[src/rtl/dmem_rd_pkg.sv]
// Shared types for the data-memory stream reader: FSM states, word size and
// the output-buffer entry layout.
package dmem_rd_pkg;

    localparam int WORD_BYTES = 4;

    typedef enum logic [1:0] {
        IDLE  = 2'd0,
        RUN   = 2'd1,
        DRAIN = 2'd2,
        DONE  = 2'd3
    } rd_state_e;

    typedef struct packed {
        logic        last;
        logic [31:0] data;
    } rd_entry_t;

endpackage

[src/rtl/dmem_rd_fifo.sv]
// Small synchronous FIFO holding read words (with their last tag) between the
// memory port and the output stream. Head is presented directly from storage.
module dmem_rd_fifo
    import dmem_rd_pkg::*;
#(
    parameter int DEPTH = 2
) (
    input  logic                         clk,
    input  logic                         rst,
    input  logic                         i_push,
    input  rd_entry_t                    i_data,
    input  logic                         i_pop,
    output logic [$clog2(DEPTH+1)-1:0]   o_count,
    output rd_entry_t                    o_head
);

    localparam int CNT_W = $clog2(DEPTH + 1);
    localparam int PTR_W = (DEPTH > 1) ? $clog2(DEPTH) : 1;

    rd_entry_t        r_mem [DEPTH];
    logic [PTR_W-1:0] r_wr_ptr;
    logic [PTR_W-1:0] r_rd_ptr;
    logic [CNT_W-1:0] r_count;
    logic             w_do_push;
    logic             w_do_pop;

    function automatic logic [PTR_W-1:0] ptr_inc(input logic [PTR_W-1:0] p);
        return (p == PTR_W'(DEPTH - 1)) ? {PTR_W{1'b0}} : p + PTR_W'(1);
    endfunction

    // A full FIFO still accepts a push when the head leaves in the same cycle.
    assign w_do_pop  = i_pop && (r_count != {CNT_W{1'b0}});
    assign w_do_push = i_push && ((r_count != CNT_W'(DEPTH)) || w_do_pop);

    // Storage, pointers and occupancy
    always_ff @(posedge clk or negedge rst) begin
        if (!rst) begin
            for (int i = 0; i < DEPTH; i++) begin
                r_mem[i] <= '0;
            end
            r_wr_ptr <= {PTR_W{1'b0}};
            r_rd_ptr <= {PTR_W{1'b0}};
            r_count  <= {CNT_W{1'b0}};
        end else begin
            if (w_do_push) begin
                r_mem[r_wr_ptr] <= i_data;
                r_wr_ptr        <= ptr_inc(r_wr_ptr);
            end
            if (w_do_pop) begin
                r_rd_ptr <= ptr_inc(r_rd_ptr);
            end
            case ({w_do_push, w_do_pop})
                2'b10:   r_count <= r_count + CNT_W'(1);
                2'b01:   r_count <= r_count - CNT_W'(1);
                default: r_count <= r_count;
            endcase
        end
    end

    assign o_count = r_count;
    assign o_head  = r_mem[r_rd_ptr];

endmodule

[src/rtl/dmem_stream_reader.sv]
// Drains a word region of the data memory as a valid/ready stream through a
// granted, 1-cycle-latency read port. Optional running sum: DMEM_RD_CHECKSUM_EN.
module dmem_stream_reader
    import dmem_rd_pkg::*;
#(
    parameter int MEM_SIZE   = 1024,
    parameter int LEN_W      = 16,
    parameter int FIFO_DEPTH = 2
) (
    input  logic             clk,
    input  logic             rst,
    input  logic             i_start,
    input  logic [31:0]      i_base,
    input  logic [LEN_W-1:0] i_len,
    output logic             o_busy,
    output logic             o_done,
    output logic             o_mem_rd_en,
    output logic [31:0]      o_mem_addr,
    input  logic             i_mem_gnt,
    input  logic [31:0]      i_mem_rdata,
    output logic             o_tvalid,
    output logic [31:0]      o_tdata,
    output logic             o_tlast,
    input  logic             i_tready
`ifdef DMEM_RD_CHECKSUM_EN
    ,
    output logic [31:0]      o_sum
`endif
);

    localparam int CNT_W = $clog2(FIFO_DEPTH + 1);

    rd_state_e        r_state;
    rd_state_e        w_state_nxt;
    logic [31:0]      r_addr;
    logic [31:0]      w_addr_inc;
    logic [31:0]      w_addr_nxt;
    logic [31:0]      w_occupancy;
    logic [LEN_W-1:0] r_issue_cnt;
    logic [LEN_W-1:0] r_emit_cnt;
    logic             r_inflight;
    logic             r_inflight_last;
    logic             w_accept;
    logic             w_rd_en;
    logic             w_grant;
    logic             w_pop;
    logic             w_unused_base;
    logic [CNT_W-1:0] w_fifo_count;
    rd_entry_t        w_push_data;
    rd_entry_t        w_head;

    assign w_unused_base = ^i_base[1:0];
    assign w_accept      = (r_state == IDLE) && i_start;
    assign w_pop         = (w_fifo_count != {CNT_W{1'b0}}) && i_tready;

    // Credit check counts the read already in flight and frees the slot being
    // popped this cycle, which is what lets a 2-entry buffer sustain 1 word/cycle.
    assign w_occupancy = 32'(w_fifo_count) + {31'd0, r_inflight} - {31'd0, w_pop};
    assign w_rd_en     = (r_state == RUN) && (r_issue_cnt != {LEN_W{1'b0}})
                         && (w_occupancy < 32'(FIFO_DEPTH));
    assign w_grant     = w_rd_en && i_mem_gnt;
    assign w_addr_inc  = r_addr + 32'(WORD_BYTES);
    assign w_addr_nxt  = (w_addr_inc >= 32'(MEM_SIZE)) ? 32'd0 : w_addr_inc;

    // FSM state register
    always_ff @(posedge clk or negedge rst) begin
        if (!rst) begin
            r_state <= IDLE;
        end else begin
            r_state <= w_state_nxt;
        end
    end

    // FSM next-state decode
    always_comb begin
        w_state_nxt = r_state;
        case (r_state)
            IDLE: begin
                if (i_start) begin
                    w_state_nxt = (i_len != {LEN_W{1'b0}}) ? RUN : DONE;
                end else begin
                    w_state_nxt = IDLE;
                end
            end
            RUN: begin
                if (w_grant && (r_issue_cnt == LEN_W'(1))) begin
                    w_state_nxt = DRAIN;
                end else begin
                    w_state_nxt = RUN;
                end
            end
            DRAIN: begin
                if ((r_emit_cnt == {LEN_W{1'b0}}) || ((r_emit_cnt == LEN_W'(1)) && w_pop)) begin
                    w_state_nxt = DONE;
                end else begin
                    w_state_nxt = DRAIN;
                end
            end
            DONE:    w_state_nxt = IDLE;
            default: w_state_nxt = IDLE;
        endcase
    end

    // Address, transfer counters and the one-deep inflight tracker
    always_ff @(posedge clk or negedge rst) begin
        if (!rst) begin
            r_addr          <= 32'd0;
            r_issue_cnt     <= {LEN_W{1'b0}};
            r_emit_cnt      <= {LEN_W{1'b0}};
            r_inflight      <= 1'b0;
            r_inflight_last <= 1'b0;
        end else begin
            r_inflight      <= w_grant;
            r_inflight_last <= w_grant && (r_issue_cnt == LEN_W'(1));
            if (w_accept && (i_len != {LEN_W{1'b0}})) begin
                r_addr      <= {i_base[31:2], 2'b00};
                r_issue_cnt <= i_len;
                r_emit_cnt  <= i_len;
            end else begin
                if (w_grant) begin
                    r_addr      <= w_addr_nxt;
                    r_issue_cnt <= r_issue_cnt - LEN_W'(1);
                end else begin
                    r_addr      <= r_addr;
                    r_issue_cnt <= r_issue_cnt;
                end
                if (w_pop) begin
                    r_emit_cnt <= r_emit_cnt - LEN_W'(1);
                end else begin
                    r_emit_cnt <= r_emit_cnt;
                end
            end
        end
    end

    assign w_push_data.last = r_inflight_last;
    assign w_push_data.data = i_mem_rdata;

    dmem_rd_fifo #(
        .DEPTH (FIFO_DEPTH)
    ) u_fifo (
        .clk     (clk),
        .rst     (rst),
        .i_push  (r_inflight),
        .i_data  (w_push_data),
        .i_pop   (w_pop),
        .o_count (w_fifo_count),
        .o_head  (w_head)
    );

`ifdef DMEM_RD_CHECKSUM_EN
    logic [31:0] r_sum;

    // Running sum of handed-off words, cleared by each accepted start
    always_ff @(posedge clk or negedge rst) begin
        if (!rst) begin
            r_sum <= 32'd0;
        end else if (w_accept) begin
            r_sum <= 32'd0;
        end else if (w_pop) begin
            r_sum <= r_sum + w_head.data;
        end else begin
            r_sum <= r_sum;
        end
    end

    assign o_sum = r_sum;
`endif

    assign o_busy      = (r_state != IDLE);
    assign o_done      = (r_state == DONE);
    assign o_mem_rd_en = w_rd_en;
    assign o_mem_addr  = r_addr;
    assign o_tvalid    = (w_fifo_count != {CNT_W{1'b0}});
    assign o_tdata     = w_head.data;
    assign o_tlast     = w_head.last;

endmodule

[config.mk]
export PLATFORM = sky130hd
export DESIGN_NAME = dmem_stream_reader
export DESIGN_NICKNAME = d
export VERILOG_FILES = /design/src/rtl/dmem_rd_pkg.sv /design/src/rtl/dmem_rd_fifo.sv /design/src/rtl/dmem_stream_reader.sv
export SDC_FILE = /design/constraint.sdc
export NUM_CORES = 1
export LEC_CHECK = 0
export BUFFER_PORTS_ARGS = -buffer_cell sky130_fd_sc_hd__buf_2
export CELL_PAD_IN_SITES_DETAIL_PLACEMENT = 1
export CELL_PAD_IN_SITES_GLOBAL_PLACEMENT = 2
export CORE_AREA = 10 10 164 166
export DETAILED_ROUTE_END_ITERATION = 12
export DIE_AREA = 0 0 174 176
export GPL_TIMING_DRIVEN = 0
export PLACE_DENSITY = 0.73
export SLEW_MARGIN = 20
export SYNTH_ARGS = -nofsm -noshare
export SYNTH_HDL_FRONTEND = slang
export SYNTH_SLANG_ARGS = --single-unit
[constraint.sdc]
create_clock -name clk -period 3.62 [get_ports clk]
set_input_delay 0.724 -clock clk [delete_from_list [all_inputs] [get_ports clk]]
set_output_delay 0.724 -clock clk [all_outputs]
set_load 0.01 [all_outputs]
==> out/qor.yml <==
outcome:
  status: "completed"
power_and_ir_drop:
  power_per_cell_area_mw_per_mm2: 852
  p_leak_nw: 3.92
  switching_share_pct: 36.1
  vdd_ir_drop_max_mv: 0.270
  p_sw_mw: 2.71
  clkPwrFrac_pct: 25.3
  p_int_mw: 4.79
  p_comb_share_pct: 38.7
  power.share.sequential_pct: 36.0
sta:
  fin_crit_sh_pct: 94.0
  hold_violations: 0
  setup_viol: 0
  max_freq_mhz: 294
  finalCriticalPeriod_ns: 3.40
  maxSlewViolCount: 0
  fin_ws_ns: 0.216
  worstMarginPinSlew_ns: 0.783
  fin_worst_skew_ns: 0.0132
  hold_slack_ns: 0.309
  rsz0062_at_grt: "false"
  slew_headroom_pct: 47.6
worst_hold_path:
  hold_class: "primary input to asynchronous set/reset pin"
synthesis:
  syn_area_per_cell_um2: 10.7
  synthArstFlopShare_pct: 100
  yosysWarnings: 0
  synth.distinct_cells: 56
  synth_ff_type: "dfrtp_1"
  synth_edf_count: 0
  syn_area_mm2: 0.00697
  ys_seq_area_share_pct: 48.8
  synth-seq-cells: 136
  syn_inst: 651
clocking:
  numCtsBuffers: 17
  path_clk_slew_ns: 0.06
  clock_path_buffers: 2
  ctsHoldBuffers: 0
  cts_tree: "yes"
  htree_num_levels: 4
  cts-root-buf: "clkbuf_16"
  insertion_delay_ns: 0.43
  clock_sinks: 136
drt:
  vias: 5621
  final_antenna_net_count: 0
  routed_wl_um: 21700
  dr.pass1.iters: 5
  viasPerCell: 4.85
  drtIter0Drc: 309
  wl_per_cell_um: 18.8
  drc_errors: 0
placed_design:
  dp_hpwl_um: 16500
  gp_congestion: 0.767
  io_buffers: 149
  pre_cts_ws_ns: -0.202
critical_path:
  critPathRequiredTime_ns: 3.94
  cp_data_arrival_time_ns: 3.72
  endpoint_kind: "flip-flop"
  critical_path_class: "flip-flop to flip-flop"
  reg2reg_from: "u_fifo.o_count[0]"
  r2r_cells: 10
  worstSetupStartpointType: "flip-flop"
  crit_path_max_fanout: 8
  r2r_slack_ns: 0.22
  reg2reg_to: "r_issue_cnt[11]"
layout:
  seq_area_mm2: 0.00340
  nFillCells: 2747
  multiInputGateArea_mm2: 0.00335
  antennaDiodeCount: 0
  areaGrowthSynthToFinish_pct: 26.3
  fin_util_pct: 36.9
  final_common_cell: "buf_2"
  drive_gt1_share_pct: 37.1
  final_nets: 913
  most-common-layout-cells: "152 x buf_2, 136 x dfrtp_1, 99 x mux2_2, 71 x nand2_1, 40 x nand3_1"
floorplan:
  coreArea_mm2: 0.0238
  initial_core_util_pct: 29.3
  num_rows: 57
  dieArea_mm2: 0.0306
  die_height_um: 176
  ioPinCount: 154
  die_w_um: 174
global_route:
  antenna_found_initial: 1
  use_met1_pct: 19.1
  grt_pass1_wl_um: 35200
  grt_max_degree: 85
  met2_usage_pct: 22.8
  grt_overflow: 0
  grt_usage_pct: 14.3
  grt_pass1_vias: 6225
  grt.busiest_layer: "met2"
  use_met3_pct: 3.65
run:
  cap_violations: 0
==> how the worst max path moves through the flow <==
stage | end | slack, ns | from | cells past startpoint
final | r_issue_cnt[11] | 0.22 | u_fifo.o_count[0] | 10
after global routing | r_issue_cnt[11] | 0.01 | u_fifo.o_count[0] | 10
after CTS | r_issue_cnt[11] | 0.11 | u_fifo.o_count[0] | 10
after detailed placement | r_issue_cnt[11] | -0.20 | i_tready | 11
after global placement | r_issue_cnt[9] | -0.25 | rst | 1
after floorplan | r_issue_cnt[11] | 0.21 | i_tready | 10
==> logic make-up (layout without fill, tap and decap cells) <==
logic type	Yosys count	in the layout	synth area share, %
simple gates	242	242	18.3
other cells	1	2	0.0538
fa+ha+maj	7	7	1.36
flops	136	136	48.8
xor+xnor	29	29	3.64
buf+inv	50	232	3.20
compound gates	86	86	8.44
mux	100	100	16.1
==> flip-flops by register name, summed over array words and instances (netlist names) <==
| signal | cells |
|---|---|
| r_issue_cnt | 16 |
| u_fifo.r_rd_ptr | 1 |
| r_inflight_last | 1 |
| u_fifo.r_wr_ptr | 1 |
| r_emit_cnt | 16 |
| u_fifo.r_mem | 66 |
| r_inflight | 1 |
| o_mem_addr | 30 |
| r_state | 2 |
| u_fifo.o_count | 2 |
==> Yosys cell counts (2+ instances only) <==
library cell	n	area share, %
nor2_1	31	1.7
nor3_1	18	1.3
nor4_1	15	1.3
buf_4	4	0.43
o21ai_1	3	0.22
nor3b_1	7	0.75
a22oi_1	2	0.22
and2_1	3	0.27
a31oi_1	11	0.99
dfrtp_1	136	49
buf_6	2	0.32
nand3b_1	4	0.43
and3_1	4	0.36
o21a_1	2	0.22
or2_2	4	0.36
a31o_2	2	0.25
o21ai_0	14	1.0
or3_1	4	0.36
o31ai_1	6	0.65
ha_1	6	1.1
buf_2	4	0.29
nor4b_1	3	0.38
clkbuf_1	19	1.0
nand3_1	40	2.9
xnor2_1	24	3.0
nand4_2	2	0.36
o211ai_1	11	1.2
inv_1	15	0.81
nand2_1	71	3.8
o311ai_0	5	0.63
mux2_2	99	16
nor4_2	4	0.72
a22o_1	6	0.75
buf_1	4	0.22
or4_1	9	0.97
xor2_1	5	0.63
a21oi_1	14	1.0
nand2b_1	7	0.63
nand4_1	14	1.3
==> what timing repair did <==
action,4_1_cts,5_1_grt
resized for setup,0,3
setup endpoints to repair,0,2
buffers inserted,0,0
==> power by group through the flow <==
stage	clock network [mW]	registers, mW	logic, mW
floorplan	0	2.62	1.96
global placement	0	2.70	2.89
detailed placement	0	2.72	2.93
CTS	1.94	2.70	2.95
global route	2.02	2.81	3.23
finish	1.89	2.70	2.90
==> metal layers <==
metal / part of all wire, % / vias up
li1: - / 2702
met1: 49 / 2758
met2: 45 / 137
met3: 4.5 / 22
met4: 1.2 / 2
met5: 0.060 / -
==> metrics by stage <==
stage,area [um^2],setup TNS (ns),std cells,power [mW]
after floorplan,6970,0,652,4.58
after global placement,8120,-32.35,1125,5.59
after detailed placement,8160,-0.318,1126,5.65
after CTS,8790,0,1158,7.59
after global routing,8800,0,1158,8.06
final,8800,0,1158,7.50
==> worst max-delay path: stages, from the launching register on <==
cell      delay (ns)
dfrtp_1         0.44
nand3b_1        0.22
a21boi_0        0.25
fa_1            0.48
nor3b_2         0.20
nand3b_1        0.14
a31o_2          0.29
or4_1           0.47
buf_2           0.19
or4_1           0.41
a31o_1          0.23
==> area by class of cell <==
class	count	area share (%)
buffer	33	1.82
multi-input combinational	466	38.1
clock buffer	19	5.03
sequential	136	38.7
clock inverter	13	2.16
timing repair buffer	150	8.90
inverter	17	0.725
tap	324	4.61
Power figures use the tool's default switching activity.
